**config.mk**
```make
export PLATFORM = sky130hd
export DESIGN_NAME = uart_tx_queue_flat
export DESIGN_NICKNAME = d
export VERILOG_FILES = /design/src/rtl/uart_tx_queue_if.sv /design/src/rtl/uart_tx_queue.sv /design/src/flat_wrapper.sv
export SDC_FILE = /design/constraint.sdc
export NUM_CORES = 1
export LEC_CHECK = 0
export ABC_AREA = 1
export BUFFER_PORTS_ARGS = -buffer_cell sky130_fd_sc_hd__buf_2
export CAP_MARGIN = 20
export CORE_AREA = 2 2 173 175
export CTS_BUF_LIST = sky130_fd_sc_hd__clkbuf_4 sky130_fd_sc_hd__clkbuf_8
export DETAILED_ROUTE_END_ITERATION = 12
export DIE_AREA = 0 0 175 177
export PLACE_DENSITY = 0.48
export REMOVE_ABC_BUFFERS = 1
export SLEW_MARGIN = 0
export SYNTH_ARGS = -nofsm -noshare
export SYNTH_HDL_FRONTEND = slang
export SYNTH_SLANG_ARGS = --single-unit
```
**constraint.sdc**
```tcl
create_clock -name clk -period 3.3 [get_ports clk]
set_input_delay 0 -clock clk [delete_from_list [all_inputs] [get_ports clk]]
set_output_delay 0 -clock clk [all_outputs]
set_load 0.02 [all_outputs]
```
**src/rtl/uart_tx_queue_if.sv**
```systemverilog
// Bus-side handshake bundle for uart_tx_queue.
// Signals:
//   wr_en/wr_data  byte push from bus decode
//   flush/ovf_clr  discard queue / clear sticky overflow
//   full/empty/level/overflow  status for the status register
//   tx_we/tx_data  one-cycle write strobe and zero-extended byte to the uart
//   tx_wait        uart busy
// The master modport is the bus/uart side; the slave modport is the queue.
interface uart_tx_queue_if #(
    parameter int unsigned DEPTH = 16
);
    localparam int unsigned LW = $clog2(DEPTH) + 1;

    logic          wr_en;
    logic [7:0]    wr_data;
    logic          flush;
    logic          ovf_clr;
    logic          full;
    logic          empty;
    logic [LW-1:0] level;
    logic          overflow;
    logic          tx_we;
    logic [31:0]   tx_data;
    logic          tx_wait;

    modport master (
        output wr_en, wr_data, flush, ovf_clr, tx_wait,
        input  full, empty, level, overflow, tx_we, tx_data
    );

    modport slave (
        input  wr_en, wr_data, flush, ovf_clr, tx_wait,
        output full, empty, level, overflow, tx_we, tx_data
    );
endinterface

```
**src/rtl/uart_tx_queue.sv**
```systemverilog
// Transmit FIFO between bus decode and the uart. Queues pushed bytes and hands
// them to the uart one at a time with a one-cycle strobe, honouring tx_wait
// after a fixed holdoff.
// Ports:
//   clk  system clock
//   rst  asynchronous active-high reset
//   bus  uart_tx_queue_if.slave (push, flush, status, uart strobe/data/wait)
module uart_tx_queue #(
    parameter int unsigned DEPTH   = 16,
    parameter int unsigned HOLDOFF = 2
) (
    input  logic             clk,
    input  logic             rst,
    uart_tx_queue_if.slave   bus
);
    localparam int unsigned AW = $clog2(DEPTH);
    localparam int unsigned LW = AW + 1;
    localparam int unsigned CW = (HOLDOFF > 1) ? $clog2(HOLDOFF) : 1;

    typedef enum logic [1:0] {
        IDLE   = 2'd0,
        STROBE = 2'd1,
        HOLD   = 2'd2,
        DRAIN  = 2'd3
    } state_t;

    state_t        r_state;
    state_t        w_state_nxt;
    logic [7:0]    r_mem [DEPTH];
    logic [AW-1:0] r_wr_ptr;
    logic [AW-1:0] r_rd_ptr;
    logic [LW-1:0] r_level;
    logic          r_overflow;
    logic          r_tx_we;
    logic [31:0]   r_tx_data;
    logic [CW-1:0] r_cnt;
    logic [CW-1:0] w_cnt_nxt;

    logic w_full;
    logic w_empty;
    logic w_push;
    logic w_pop;
    logic w_drop;

    // Status decoded from the registered level
    assign w_empty = (r_level == '0);
    assign w_full  = (r_level == LW'(DEPTH));

    // Flush dominates both push and pop; a push blocked by flush is not an overflow
    assign w_push = bus.wr_en && !w_full && !bus.flush;
    assign w_drop = bus.wr_en &&  w_full && !bus.flush;
    assign w_pop  = (r_state == IDLE) && !w_empty && !bus.tx_wait && !bus.flush;

    // Storage array, no reset needed: contents are only read behind the level count
    always_ff @(posedge clk) begin
        if (w_push) begin
            r_mem[r_wr_ptr] <= bus.wr_data;
        end
    end

    // Pointers, level and sticky overflow
    always_ff @(posedge clk or posedge rst) begin
        if (rst) begin
            r_wr_ptr   <= '0;
            r_rd_ptr   <= '0;
            r_level    <= '0;
            r_overflow <= 1'b0;
        end else begin
            if (bus.flush) begin
                r_wr_ptr <= '0;
                r_rd_ptr <= '0;
                r_level  <= '0;
            end else begin
                if (w_push) r_wr_ptr <= r_wr_ptr + AW'(1);
                if (w_pop)  r_rd_ptr <= r_rd_ptr + AW'(1);
                r_level <= r_level + LW'(w_push) - LW'(w_pop);
            end
            // Set has priority over clear
            if (w_drop) begin
                r_overflow <= 1'b1;
            end else if (bus.ovf_clr) begin
                r_overflow <= 1'b0;
            end
        end
    end

    // Transmit FSM state register and registered uart outputs
    always_ff @(posedge clk or posedge rst) begin
        if (rst) begin
            r_state   <= IDLE;
            r_cnt     <= '0;
            r_tx_we   <= 1'b0;
            r_tx_data <= '0;
        end else begin
            r_state <= w_state_nxt;
            r_cnt   <= w_cnt_nxt;
            // Strobe is high exactly while the FSM sits in STROBE
            r_tx_we <= (w_state_nxt == STROBE);
            if (w_pop) begin
                r_tx_data <= {24'b0, r_mem[r_rd_ptr]};
            end
        end
    end

    // Next-state logic; HOLD ignores tx_wait so the uart has time to raise it
    always_comb begin
        w_state_nxt = r_state;
        w_cnt_nxt   = r_cnt;
        case (r_state)
            IDLE: begin
                if (w_pop) w_state_nxt = STROBE;
            end
            STROBE: begin
                w_cnt_nxt   = CW'(HOLDOFF - 1);
                w_state_nxt = HOLD;
            end
            HOLD: begin
                if (r_cnt == '0) begin
                    w_state_nxt = DRAIN;
                end else begin
                    w_cnt_nxt = r_cnt - CW'(1);
                end
            end
            DRAIN: begin
                if (!bus.tx_wait) w_state_nxt = IDLE;
            end
            default: begin
                w_state_nxt = IDLE;
            end
        endcase
    end

    assign bus.full     = w_full;
    assign bus.empty    = w_empty;
    assign bus.level    = r_level;
    assign bus.overflow = r_overflow;
    assign bus.tx_we    = r_tx_we;
    assign bus.tx_data  = r_tx_data;
endmodule

```
**src/flat_wrapper.sv**
```systemverilog
// flat-port wrapper written by rule: the top's interface ports become plain ports
module uart_tx_queue_flat 
#(
    parameter int unsigned DEPTH   = 16,
    parameter int unsigned HOLDOFF = 2
)
  (clk, rst, bus_wr_en, bus_wr_data, bus_flush, bus_ovf_clr, bus_tx_wait, bus_full, bus_empty, bus_level, bus_overflow, bus_tx_we, bus_tx_data);
  uart_tx_queue_if #(.DEPTH(DEPTH)) bus_i ();
  input  logic clk;
  input  logic rst;
  input wire logic [$bits(bus_i.wr_en)-1:0] bus_wr_en;
  input wire logic [$bits(bus_i.wr_data)-1:0] bus_wr_data;
  input wire logic [$bits(bus_i.flush)-1:0] bus_flush;
  input wire logic [$bits(bus_i.ovf_clr)-1:0] bus_ovf_clr;
  input wire logic [$bits(bus_i.tx_wait)-1:0] bus_tx_wait;
  output wire logic [$bits(bus_i.full)-1:0] bus_full;
  output wire logic [$bits(bus_i.empty)-1:0] bus_empty;
  output wire logic [$bits(bus_i.level)-1:0] bus_level;
  output wire logic [$bits(bus_i.overflow)-1:0] bus_overflow;
  output wire logic [$bits(bus_i.tx_we)-1:0] bus_tx_we;
  output wire logic [$bits(bus_i.tx_data)-1:0] bus_tx_data;
  assign bus_i.wr_en = bus_wr_en;
  assign bus_i.wr_data = bus_wr_data;
  assign bus_i.flush = bus_flush;
  assign bus_i.ovf_clr = bus_ovf_clr;
  assign bus_i.tx_wait = bus_tx_wait;
  assign bus_full = bus_i.full;
  assign bus_empty = bus_i.empty;
  assign bus_level = bus_i.level;
  assign bus_overflow = bus_i.overflow;
  assign bus_tx_we = bus_i.tx_we;
  assign bus_tx_data = bus_i.tx_data;
  uart_tx_queue #(.DEPTH(DEPTH), .HOLDOFF(HOLDOFF)) u_core (.clk(clk), .rst(rst), .bus(bus_i));
endmodule
```
==> results of run 1 <==
[report_power, final]
group	total [mW]	leakage, nW	switching, mW	internal, mW
Combinational	1.33	1.85	0.926	0.403
Sequential	2.32	1.49	0.0810	2.24
Clock	1.43	0.194	0.731	0.694
Total	5.07	3.53	1.74	3.33
[cell type report]
type	count	area [sq um]	share of cell area, %
multi-input combinational	416	1900	23.5
tap	390	488	6.03
sequential	154	4500	55.5
clock inverter	13	141	1.75
timing repair buffer	51	343	4.23
clock buffer	19	249	3.07
inverter	128	480	5.93
[state kept, by name, summed over array words and instances (netlist names)]
register	count
u_core.r_state	2
u_core.r_rd_ptr	4
u_core.r_cnt	1
u_core.bus.overflow	1
u_core.r_wr_ptr	4
u_core.bus.tx_data	8
u_core.r_mem	128
u_core.bus.level	5
u_core.bus.tx_we	1
[worst min-delay path by stage]
stage / start / end / slack [ps] / cells after the start
after floorplan: rst / u_core.bus.level[0] / 40 / 1
after global placement: rst / u_core.r_cnt / 100 / 3
after detailed placement: rst / u_core.bus.tx_we / 110 / 3
after CTS: rst / u_core.bus.tx_data[2] / 150 / 4
after global routing: rst / u_core.bus.tx_data[2] / 190 / 4
final: rst / u_core.bus.tx_data[2] / 160 / 4
[worst register-to-register path, stage by stage, from the launching register on]
cell and delay, ps:
dfrtp_1 410, inv_1 160, ha_1 180, inv_1 40
nor2_1 190, nand3_2 120, inv_2 180, ha_1 260
inv_1 60, ha_1 150, inv_1 50, fa_1 350
inv_1 90, a21oi_1 70, o21bai_1 150, o21ai_0 90
a21oi_1 120
[routing by layer]
layer	vias up	track usage, %
met1	2242	13.2
met3	15	2.17
met2	90	20.0
met4	0	3.40
li1	2352	-
met5	-	0
[placed cells by master, fill, tap and decap left out, types with 3 or more instances in the layout]
cell type and count:
conb_1 24, o21ai_1 6, buf_4 7, dlygate4sd3_1 14, dfrtp_1 25, clkbuf_8 17
buf_2 30, inv_1 118, nand3_1 102, edfxtp_1 128, a21oi_1 9, inv_2 10
inv_6 4, clkinv_2 3, nor2_1 23, nand2_1 220, o21ai_0 5, clkinvlp_4 3
ha_1 16, nor3_1 3
[metrics by stage]
step	cells	hold WS, ps	instance area [sq um]
after CTS	1171	154	8100
final	1171	160	8100
after global routing	1171	187	8100
after global placement	1125	101	7570
after detailed placement	1125	111	7570
after floorplan	698	40.0	6880
[kinds of logic (layout without fill, tap and decap cells)]
| group | Yosys count | in the layout |
|---|---|---|
| other cells | 1 | 24 |
| buf+inv | 180 | 211 |
| flops | 154 | 154 |
| compound gates | 23 | 23 |
| fa+ha+maj | 17 | 17 |
| xor+xnor | 1 | 1 |
| simple gates | 351 | 351 |
==> flow_metrics.py, run 1 <==
metrics = {
    "timing": {
        "tightest_slew_ps": 827,
        "drv_slew": 0,
        "slew_headroom_pct": 44.6,
        "finalCritPeriodShare_pct": 83.2,
        "fin_tns_setup_ps": 0,
        "clock.fmax_mhz": 364,
        "grt_setup_unrepaired": "false",
        "hold_violations": 0,
        "fin_crit_ps": 2740,
        "clock_skew_ps": 18.5,
        "finalSetupViolCount": 0,
        "fin_ws_ps": 556,
    },
    "grt": {
        "grt_max_degree": 67,
        "grt_first_pass_wirelength_mm": 25.7,
        "grt_pass1_vias": 4614,
        "antenna_found_initial": 0,
        "grt_overflow": 0,
        "grt.total_usage_pct": 11.0,
    },
    "setup_path": {
        "crit_chain": "inv_1 > ha_1 > inv_1 > nor2_1 > nand3_2 > inv_2 > ha_1 > inv_1 > ha_1 > inv_1 > fa_1 > inv_1 > a21oi_1 > o21bai_1 > o21ai_0 > a21oi_1",
        "crit_buf_inv": 6,
        "required_ps": 3680,
        "worstPathArrival_ps": 3120,
        "critPathLaunch": "u_core.r_state[0]",
        "cp_top_family": "adder cells",
        "cp-end-kind": "flip-flop",
        "crit_cells": 16,
        "crit_slowest_cell": "dfrtp_1",
        "reg2reg_from": "u_core.r_state[0]",
        "path_class": "flip-flop to flip-flop",
        "crit_top_cell": "inv_1",
        "cp_max_fo": 11,
        "startpoint_type": "flip-flop",
        "critPathCapture": "u_core.bus.level[4]",
        "reg2reg_depth": 16,
        "rr_endpoint": "u_core.bus.level[4]",
        "rrSetupSlack_ps": 560,
        "slowest_delay_ps": 410,
    },
    "floorplan": {
        "design.die.area_sq_mm": 0.0310,
        "start_util_pct": 24.5,
        "die_x_microns": 175,
        "core-area_sq_mm": 0.0292,
        "io_pins": 55,
        "die_h_microns": 177,
        "rows": 63,
    },
    "place": {
        "hpwlAfterDp_mm": 10.5,
        "post-place-ws_ps": 554,
        "place.gp.congestion": 0.779,
        "io_buffer_count": 30,
    },
    "routing": {
        "dr_wl_met2_mm": 8.49,
        "met3WireLength_microns": 527,
        "firstDrtPassIters": 5,
        "met1_length_mm": 7.16,
        "routed-via-count": 4699,
        "drc": 0,
        "top_layer_used": "met4",
        "routed_wl_mm": 16.4,
        "drt_iter0_drc": 291,
        "ant_nets": 0,
        "wl_per_cell_microns": 14.0,
        "vias_per_cell": 4.01,
    },
    "synthesis": {
        "yosysWarnings": 0,
        "ys_async_sr_fraction_pct": 16.9,
        "synth-simple-area-share_pct": 20.4,
        "yosys.area.top_type": "edfxtp_1",
        "syn_area_per_cell_sq_um": 9.86,
        "synth_ff_type": "edfxtp_1",
        "synth_compound_area_share_pct": 1.69,
        "synth_area_leaders": "edfxtp_1 (54%), nand2_1 (12%), dfrtp_1 (9.1%)",
        "synth-xor-area-share_pct": 0.122,
        "synth_edf_count": 128,
        "synth_fa_ha_area_share_pct": 3.07,
        "synth.top_cells.by_count": "nand2_1 (220), edfxtp_1 (128), inv_1 (118), nand3_1 (102)",
        "synth.distinct_cells": 25,
        "synth_top_area_share_pct": 53.6,
        "yosys_register_bits": 154,
        "synthMuxAreaShare_pct": 0,
        "netlist_instances": 727,
        "synth_seq_area_share_pct": 62.7,
        "synth_top_family_by_area": "simple AND/OR/NAND/NOR gates",
        "synth.most_common_cell": "nand2_1",
        "syn-cell-area_sq_mm": 0.00717,
    },
    "cts": {
        "clk_path_buf_depth": 2,
        "cts_root_buf": "clkbuf_8",
        "cts.htree.levels": 4,
        "clk_pin_slew_ps": 90,
        "ctsHoldBuffers": 14,
        "cts_setup_buffers": 0,
        "worstSkewPairLatency_ps": 460,
        "cts_tree": "built",
        "cts_buffers": 17,
        "cts.sinks": 154,
        "ctsResizeCount": 0,
    },
    "pwr": {
        "ir_worst_vdd_mv": 0.253,
        "p_leak_nw": 3.53,
        "total_power_mw": 5.07,
        "powerDensity_mw_per_mm2": 626,
    },
    "run_status": {
        "status": "finished, final reports clean",
    },
    "layout": {
        "nets": 799,
        "drive_above_1_share_pct": 10.4,
        "diodes": 0,
        "syn2layout_area_growth_pct": 13.0,
        "postLayoutCoreUtil_pct": 27.7,
        "fillerInstances": 3093,
    },
    "hold_path": {
        "hold_class": "primary input to async pin",
    },
    "flow_run": {
        "drv_cap": 0,
    },
}
No activity file was read; power rests on OpenSTA's default activity.
==> inputs of run 2 (changes only) <==
--- a/config.mk
+++ b/config.mk
@@ -5,14 +5,14 @@
 export SDC_FILE = /design/constraint.sdc
 export NUM_CORES = 1
 export LEC_CHECK = 0
-export ABC_AREA = 1
+export ABC_AREA = 0
 export BUFFER_PORTS_ARGS = -buffer_cell sky130_fd_sc_hd__buf_2
 export CAP_MARGIN = 20
-export CORE_AREA = 2 2 173 175
+export CORE_AREA = 2 2 165 167
 export CTS_BUF_LIST = sky130_fd_sc_hd__clkbuf_4 sky130_fd_sc_hd__clkbuf_8
 export DETAILED_ROUTE_END_ITERATION = 12
-export DIE_AREA = 0 0 175 177
-export PLACE_DENSITY = 0.48
+export DIE_AREA = 0 0 167 169
+export PLACE_DENSITY = 0.5
 export REMOVE_ABC_BUFFERS = 1
 export SLEW_MARGIN = 0
 export SYNTH_ARGS = -nofsm -noshare
==> constraint.sdc (replaced) <==
create_clock -name clk -period 2.3 [get_ports clk]
set_input_delay 0 -clock clk [delete_from_list [all_inputs] [get_ports clk]]
set_output_delay 0 -clock clk [all_outputs]
set_load 0.02 [all_outputs]
==> run 2 against run 1 <==
  * Utilization increased by 2.5 points
  * Register-to-register slack got worse by 910 ps
  * Via count decreased by 25%
  * Worst hold slack got worse by 96 ps
  * Total power increased by 50%
  * Synthesized cell count decreased by 48%
  * Sequential share of layout area increased by 0.69 points
  * Die area decreased by 8.9%
  * Setup slack got worse by 910 ps
  * The run now ends with setup timing left
==> flow_metrics.py, run 2 <==
metrics = {
    "run_status": {
        "status": "complete, but fails checks",
        "failed_checks": "setup timing",
    },
    "grt": {
        "grt_overflow": 0,
        "grt_pass1_vias": 3643,
        "grt.total_usage_pct": 9.87,
        "antenna_found_initial": 0,
        "grt_first_pass_wirelength_mm": 21.1,
        "grt_max_degree": 36,
    },
    "layout": {
        "nets": 509,
        "postLayoutCoreUtil_pct": 30.2,
        "largest_reg_flops": 128,
        "syn2layout_area_growth_pct": 22.7,
        "drive_above_1_share_pct": 36.5,
        "final_cell_mix": "edfxtp_1 (128), buf_4 (49), mux4_2 (32)",
        "final_common_cell": "edfxtp_1",
        "fillerInstances": 2617,
        "diodes": 0,
        "top_register": "u_core.r_mem",
    },
    "hold_path": {
        "hold_start": "bus_tx_wait",
        "hold_class": "primary input to flip-flop",
    },
    "flow_run": {
        "drv_cap": 0,
    },
    "synthesis": {
        "synth_area_leaders": "edfxtp_1 (59%), mux4_2 (11%), dfrtp_1 (10%)",
        "synth.distinct_cells": 37,
        "yosys.area.top_type": "edfxtp_1",
        "syn-cell-area_sq_mm": 0.00652,
        "yosysWarnings": 0,
        "syn_area_per_cell_sq_um": 17.3,
        "ys_async_sr_fraction_pct": 16.9,
        "synth_ff_type": "edfxtp_1",
        "yosys_register_bits": 154,
        "synth_edf_count": 128,
        "synth_top_area_share_pct": 59.0,
        "synth.most_common_cell": "edfxtp_1",
        "netlist_instances": 377,
        "synth_seq_area_share_pct": 68.9,
        "synth.top_cells.by_count": "edfxtp_1 (128), mux4_2 (32), buf_4 (27), dfrtp_1 (26), nor2_1 (23)",
    },
    "cts": {
        "cts_tree": "built",
        "cts_root_buf": "clkbuf_8",
        "clk_path_buf_depth": 2,
        "clk_pin_slew_ps": 80,
        "cts.sinks": 154,
        "cts.htree.levels": 4,
        "worstSkewPairLatency_ps": 430,
        "cts_buffers": 17,
    },
    "timing": {
        "finalSetupViolCount": 4,
        "fin_ws_ps": -356,
        "clock_skew_ps": 8.30,
        "grt_setup_unrepaired": "true",
        "drv_slew": 0,
        "hold_violations": 0,
        "fin_crit_ps": 2660,
        "whs_ps": 64.2,
        "clock.fmax_mhz": 377,
        "finalCritPeriodShare_pct": 115,
    },
    "routing": {
        "drc": 0,
        "wl_per_cell_microns": 16.1,
        "vias_per_cell": 4.24,
        "ant_nets": 0,
        "routed_wl_mm": 13.4,
        "firstDrtPassIters": 4,
        "drt_iter0_drc": 191,
        "routed-via-count": 3526,
    },
    "pwr": {
        "intPower_mw": 5.29,
        "clkPwrFrac_pct": 24.9,
        "power.share.switching_pct": 30.6,
        "total_power_mw": 7.63,
        "powerDensity_mw_per_mm2": 954,
        "ir_worst_vdd_mv": 0.557,
        "power.switching_mw": 2.34,
        "seqPwrFrac_pct": 43.9,
        "p_leak_nw": 2.89,
        "pwr-share-comb_pct": 31.2,
    },
    "setup_path": {
        "worstPathArrival_ps": 2980,
        "required_ps": 2620,
        "slowest_delay_ps": 390,
        "crit_buf_inv": 4,
        "reg2reg_from": "u_core.r_state[1]",
        "critPathLaunch": "u_core.r_state[1]",
        "crit_chain": "inv_2 > ha_4 > or3b_4 > or2_4 > inv_4 > ha_4 > inv_4 > ha_4 > inv_2 > fa_2 > nor2b_2 > o21bai_1 > a21oi_2 > nor3b_2",
        "cp_max_fo": 2,
        "cp_top_family": "simple AND/OR/NAND/NOR gates",
        "startpoint_type": "flip-flop",
        "crit_top_cell": "ha_4",
        "path_class": "flip-flop to flip-flop",
        "cp-end-kind": "flip-flop",
        "crit_slowest_cell": "dfrtp_1",
    },
    "place": {
        "post-place-ws_ps": -491,
        "hpwlAfterDp_mm": 8.69,
        "place.gp.congestion": 0.769,
        "io_buffer_count": 30,
    },
    "floorplan": {
        "io_pins": 55,
        "die_h_microns": 169,
        "rows": 60,
        "design.die.area_sq_mm": 0.0282,
        "core-area_sq_mm": 0.0265,
        "start_util_pct": 24.6,
        "die_x_microns": 167,
    },
}
[run 2: cell types whose count changed after synthesis, moves of 10 or more]
cell and delta:
nand3_1 -97, inv_1 -100, inv_2 -10, a21o_1 +10, nand2_1 -212, mux4_2 +32, mux2i_1 +10
[run 2: layer usage]
| layer | wire [microns] | vias to the layer above | track usage [%] | part of all wire, % |
|---|---|---|---|---|
| met5 | 0 | - | 0 | 0 |
| met4 | 131 | 0 | 2.51 | 0.98 |
| met3 | 688 | 10 | 3.06 | 5.1 |
| met2 | 6450 | 96 | 15.7 | 48 |
| met1 | 6130 | 1829 | 13.2 | 46 |
| li1 | - | 1591 | - | - |
[run 2: power by group through the flow]
stage | Combinational (mW) | Sequential [mW] | Clock [mW]
CTS | 2.28 | 3.35 | 1.96
detailed placement | 2.05 | 3.41 | 0
finish | 2.38 | 3.35 | 1.90
global route | 2.59 | 3.37 | 2.09
floorplan | 1.07 | 3.65 | 0
global placement | 2.01 | 3.40 | 0
[run 2: timing repair]
| action | in CTS | in global routing |
|---|---|---|
| buffers inserted | 13 | 5 |
| gates resized for setup | 20 | 19 |
| pin swaps | 13 | 13 |
| endpoints found under the setup margin | 4 | 25 |
| hold buffers | 14 | 0 |
| endpoints found under the hold margin | 168 | 0 |
[run 2: final timing paths]
check,slack [ps],to,cells past startpoint
min,60,u_core.r_rd_ptr[2],5
max,-360,u_core.bus.level[4],14
max in group asynchronous,1830,u_core.r_rd_ptr[0],4
min in group asynchronous,160,u_core.bus.tx_data[1],4
min reg2reg,490,u_core.bus.tx_data[2],1
max reg2reg,-360,u_core.bus.level[4],14
[run 2: kinds of logic after synthesis]
logic type | synth area share, %
flops | 68.9
other cells | 0.0575
compound gates | 3.90
simple gates | 4.68
fa+ha+maj | 3.38
mux | 12.6
buf+inv | 5.39
xor+xnor | 1.07
[run 2: area by class of cell]
cell class / instances / area (sq um) / area share (%)
Multi-Input combinational cell: 187 / 1880 / 23.5
Sequential cell: 154 / 4500 / 56.2
Clock buffer: 19 / 249 / 3.11
Inverter: 18 / 72.6 / 0.907
Timing Repair Buffer: 100 / 754 / 9.43
Tap cell: 341 / 427 / 5.33
Clock inverter: 13 / 120 / 1.50
[run 2: stage by stage]
step,cell area (sq um),cells,setup TNS [ps]
2_1_floorplan,6320,359,-20180
3_3_place_gp,7240,772,-657
3_5_place_dp,7240,772,-867
4_1_cts,7920,831,-1180
5_1_grt,8000,832,-1130
6_report,8000,832,-747
[run 2: worst reg2reg max path, delay by kind of cell, from the launching register on]
kind / cells / cell delay [ps]
AO/OA/AOI/OAI: 2 / 310
adder cells (fa/ha/maj): 4 / 770
buffers and inverters: 4 / 240
flip-flops: 1 / 390
AND/OR/NAND/NOR: 4 / 820
==> inputs of run 3 (changes only) <==
--- a/config.mk
+++ b/config.mk
@@ -5,13 +5,13 @@
 export SDC_FILE = /design/constraint.sdc
 export NUM_CORES = 1
 export LEC_CHECK = 0
-export ABC_AREA = 0
+export ABC_AREA = 1
 export BUFFER_PORTS_ARGS = -buffer_cell sky130_fd_sc_hd__buf_2
 export CAP_MARGIN = 20
-export CORE_AREA = 2 2 165 167
+export CORE_AREA = 2 2 173 175
 export CTS_BUF_LIST = sky130_fd_sc_hd__clkbuf_4 sky130_fd_sc_hd__clkbuf_8
 export DETAILED_ROUTE_END_ITERATION = 12
-export DIE_AREA = 0 0 167 169
+export DIE_AREA = 0 0 175 177
 export PLACE_DENSITY = 0.5
 export REMOVE_ABC_BUFFERS = 1
 export SLEW_MARGIN = 0
==> run 3 against run 2 <==
  * The flow now finishes without violations
  * Critical path depth is 1 higher
  * Final cell count is 47% higher
  * Highest routed layer unchanged
  * Worst hold slack better by 140 ps
  * Clock-buffer cell count is 2 lower
  * Total power is 4.6% higher
  * Register-to-register slack better by 410 ps
  * Critical endpoint unchanged
  * Sequential cell count stayed put
  * Maximum frequency is 18% higher
==> flow_metrics.py, run 3 (same netlist as run 1, synthesis figures left out) <==
metrics = {
    "timing": {
        "finalCritPeriodShare_pct": 97.6,
        "whs_ps": 202,
        "clock.fmax_mhz": 446,
        "hold_violations": 0,
        "finalSetupViolCount": 0,
        "tightest_slew_ps": 702,
        "clock_skew_ps": 12.0,
        "fin_crit_ps": 2240,
        "fin_tns_setup_ps": 0,
        "slew_headroom_pct": 53.2,
        "fin_ws_ps": 55.4,
        "drv_slew": 0,
        "grt_setup_unrepaired": "true",
    },
    "cts": {
        "cts_tree": "built",
        "cts.sinks": 154,
        "clk_pin_slew_ps": 80,
        "cts.htree.levels": 4,
        "cts_buffers": 17,
        "clk_path_buf_depth": 2,
        "worstSkewPairLatency_ps": 460,
        "cts_root_buf": "clkbuf_8",
    },
    "setup_path": {
        "rr_endpoint": "u_core.bus.level[4]",
        "startpoint_type": "flip-flop",
        "rrSetupSlack_ps": 60,
        "path_class": "flip-flop to flip-flop",
        "reg2reg_depth": 15,
        "cp_max_fo": 2,
        "cp-end-kind": "flip-flop",
        "reg2reg_from": "u_core.bus.level[2]",
        "worstPathArrival_ps": 2630,
        "required_ps": 2690,
    },
    "grt": {
        "grt_overflow": 0,
        "grt_pass1_vias": 4669,
        "grt_first_pass_wirelength_mm": 26.8,
        "grt_max_degree": 67,
        "antenna_found_initial": 0,
        "grt.total_usage_pct": 11.6,
    },
    "place": {
        "placed_area_sq_mm": 0.00785,
        "io_buffer_count": 30,
        "post-place-ws_ps": -79.2,
        "hpwlAfterDp_mm": 10.4,
        "place.gp.congestion": 0.764,
    },
    "layout": {
        "seqCellArea_sq_mm": 0.00450,
        "top_register": "u_core.r_mem",
        "multi_input_area_sq_mm": 0.00198,
        "nets": 853,
        "diodes": 0,
        "final_common_cell": "nand2_1",
        "fin_area_sq_mm": 0.00863,
        "fillerInstances": 3053,
        "syn2layout_area_growth_pct": 20.4,
        "drive_above_1_share_pct": 18.0,
        "largest_reg_flops": 128,
        "final_cell_mix": "nand2_1 (220), edfxtp_1 (128), inv_1 (108)",
    },
    "pwr": {
        "powerDensity_mw_per_mm2": 925,
        "total_power_mw": 7.98,
        "p_leak_nw": 3.80,
        "ir_worst_vdd_mv": 0.361,
    },
    "routing": {
        "firstDrtPassIters": 4,
        "drt_iter0_drc": 294,
        "top_layer_used": "met4",
        "ant_nets": 0,
        "vias_per_cell": 4.04,
        "wl_per_cell_microns": 14.3,
        "drc": 0,
        "routed-via-count": 4941,
        "met1_length_mm": 8.14,
        "dr_wl_met2_mm": 8.49,
        "routed_wl_mm": 17.5,
        "met3WireLength_microns": 588,
    },
    "floorplan": {
        "core-area_sq_mm": 0.0292,
        "die_x_microns": 175,
        "rows": 63,
        "io_pins": 55,
        "die_h_microns": 177,
        "start_util_pct": 24.5,
        "design.die.area_sq_mm": 0.0310,
    },
    "hold_path": {
        "hold_class": "primary input to async pin",
    },
    "flow_run": {
        "drv_cap": 0,
    },
    "run_status": {
        "status": "finished, final reports clean",
    },
}
==> run 3: cell types whose count changed in the layout (fill, tap and decap cells not counted), moves of 9 or more <==
cell / previous run / this run
nand3_1: 5 / 102
inv_1: 10 / 108
nand2_1: 8 / 220
a211oi_1: 9 / 0
a21o_1: 10 / 0
mux4_2: 32 / 0
inv_2: 6 / 20
mux2i_1: 10 / 0
==> run 3: final cells by class <==
| type | count | share of cell area [%] |
|---|---|---|
| clock buffer | 17 | 2.71 |
| clock inverter | 13 | 1.80 |
| inverter | 128 | 5.57 |
| multi-input combinational | 416 | 22.9 |
| sequential | 154 | 52.1 |
| tap | 390 | 5.66 |
| timing repair buffer | 105 | 9.23 |
==> run 3: layer usage <==
layer  track usage [%]  vias up
met5                 0        -
met3              2.43       18
li1                  -     2456
met4              3.61        0
met1              15.0     2370
met2              19.3       97
==> run 3: per-stage QoR <==
step,cells,utilization [%]
6_report,1223,29.5
5_1_grt,1223,29.5
4_1_cts,1222,29.3
3_5_place_dp,1157,26.8
3_3_place_gp,1157,26.8
2_1_floorplan,698,-
==> run 3: report_power, final <==
| part | switching [mW] | total, mW | internal [mW] |
|---|---|---|---|
| logic | 1.52 | 2.57 | 1.06 |
| registers | 0.111 | 3.32 | 3.21 |
| clock network | 1.04 | 2.09 | 1.05 |
| total | 2.67 | 7.98 | 5.31 |
==> run 3: worst max-delay path, cell delays in order, from the launching register on <==
cell,delay [ps]
dfrtp_1,390
inv_2,80
ha_4,130
nand4_1,120
nand3_2,120
inv_2,50
ha_4,210
inv_2,60
ha_4,120
inv_2,40
fa_2,380
inv_2,70
a21oi_2,50
o21bai_1,170
o21ai_1,70
a21oi_1,110
==> run 3: how the worst max path moves through the flow <==
stage / startpoint / end
finish: u_core.bus.level[2] / u_core.bus.level[4]
floorplan: u_core.r_rd_ptr[0] / u_core.bus.tx_data[0]
detailed placement: u_core.r_state[1] / u_core.bus.level[4]
CTS: u_core.r_state[0] / u_core.bus.level[4]
global placement: u_core.bus.level[2] / u_core.bus.level[4]
global route: u_core.bus.level[2] / u_core.bus.level[4]
==> run 3: timing repair <==
item / 4_1_cts / 5_1_grt
resized for setup: 15 / 13
hold buffers: 14 / 0
endpoints found under the hold margin: 153 / 0
endpoints found under the setup margin: 1 / 6
pin swaps: 9 / 9
setup buffers: 21 / 3
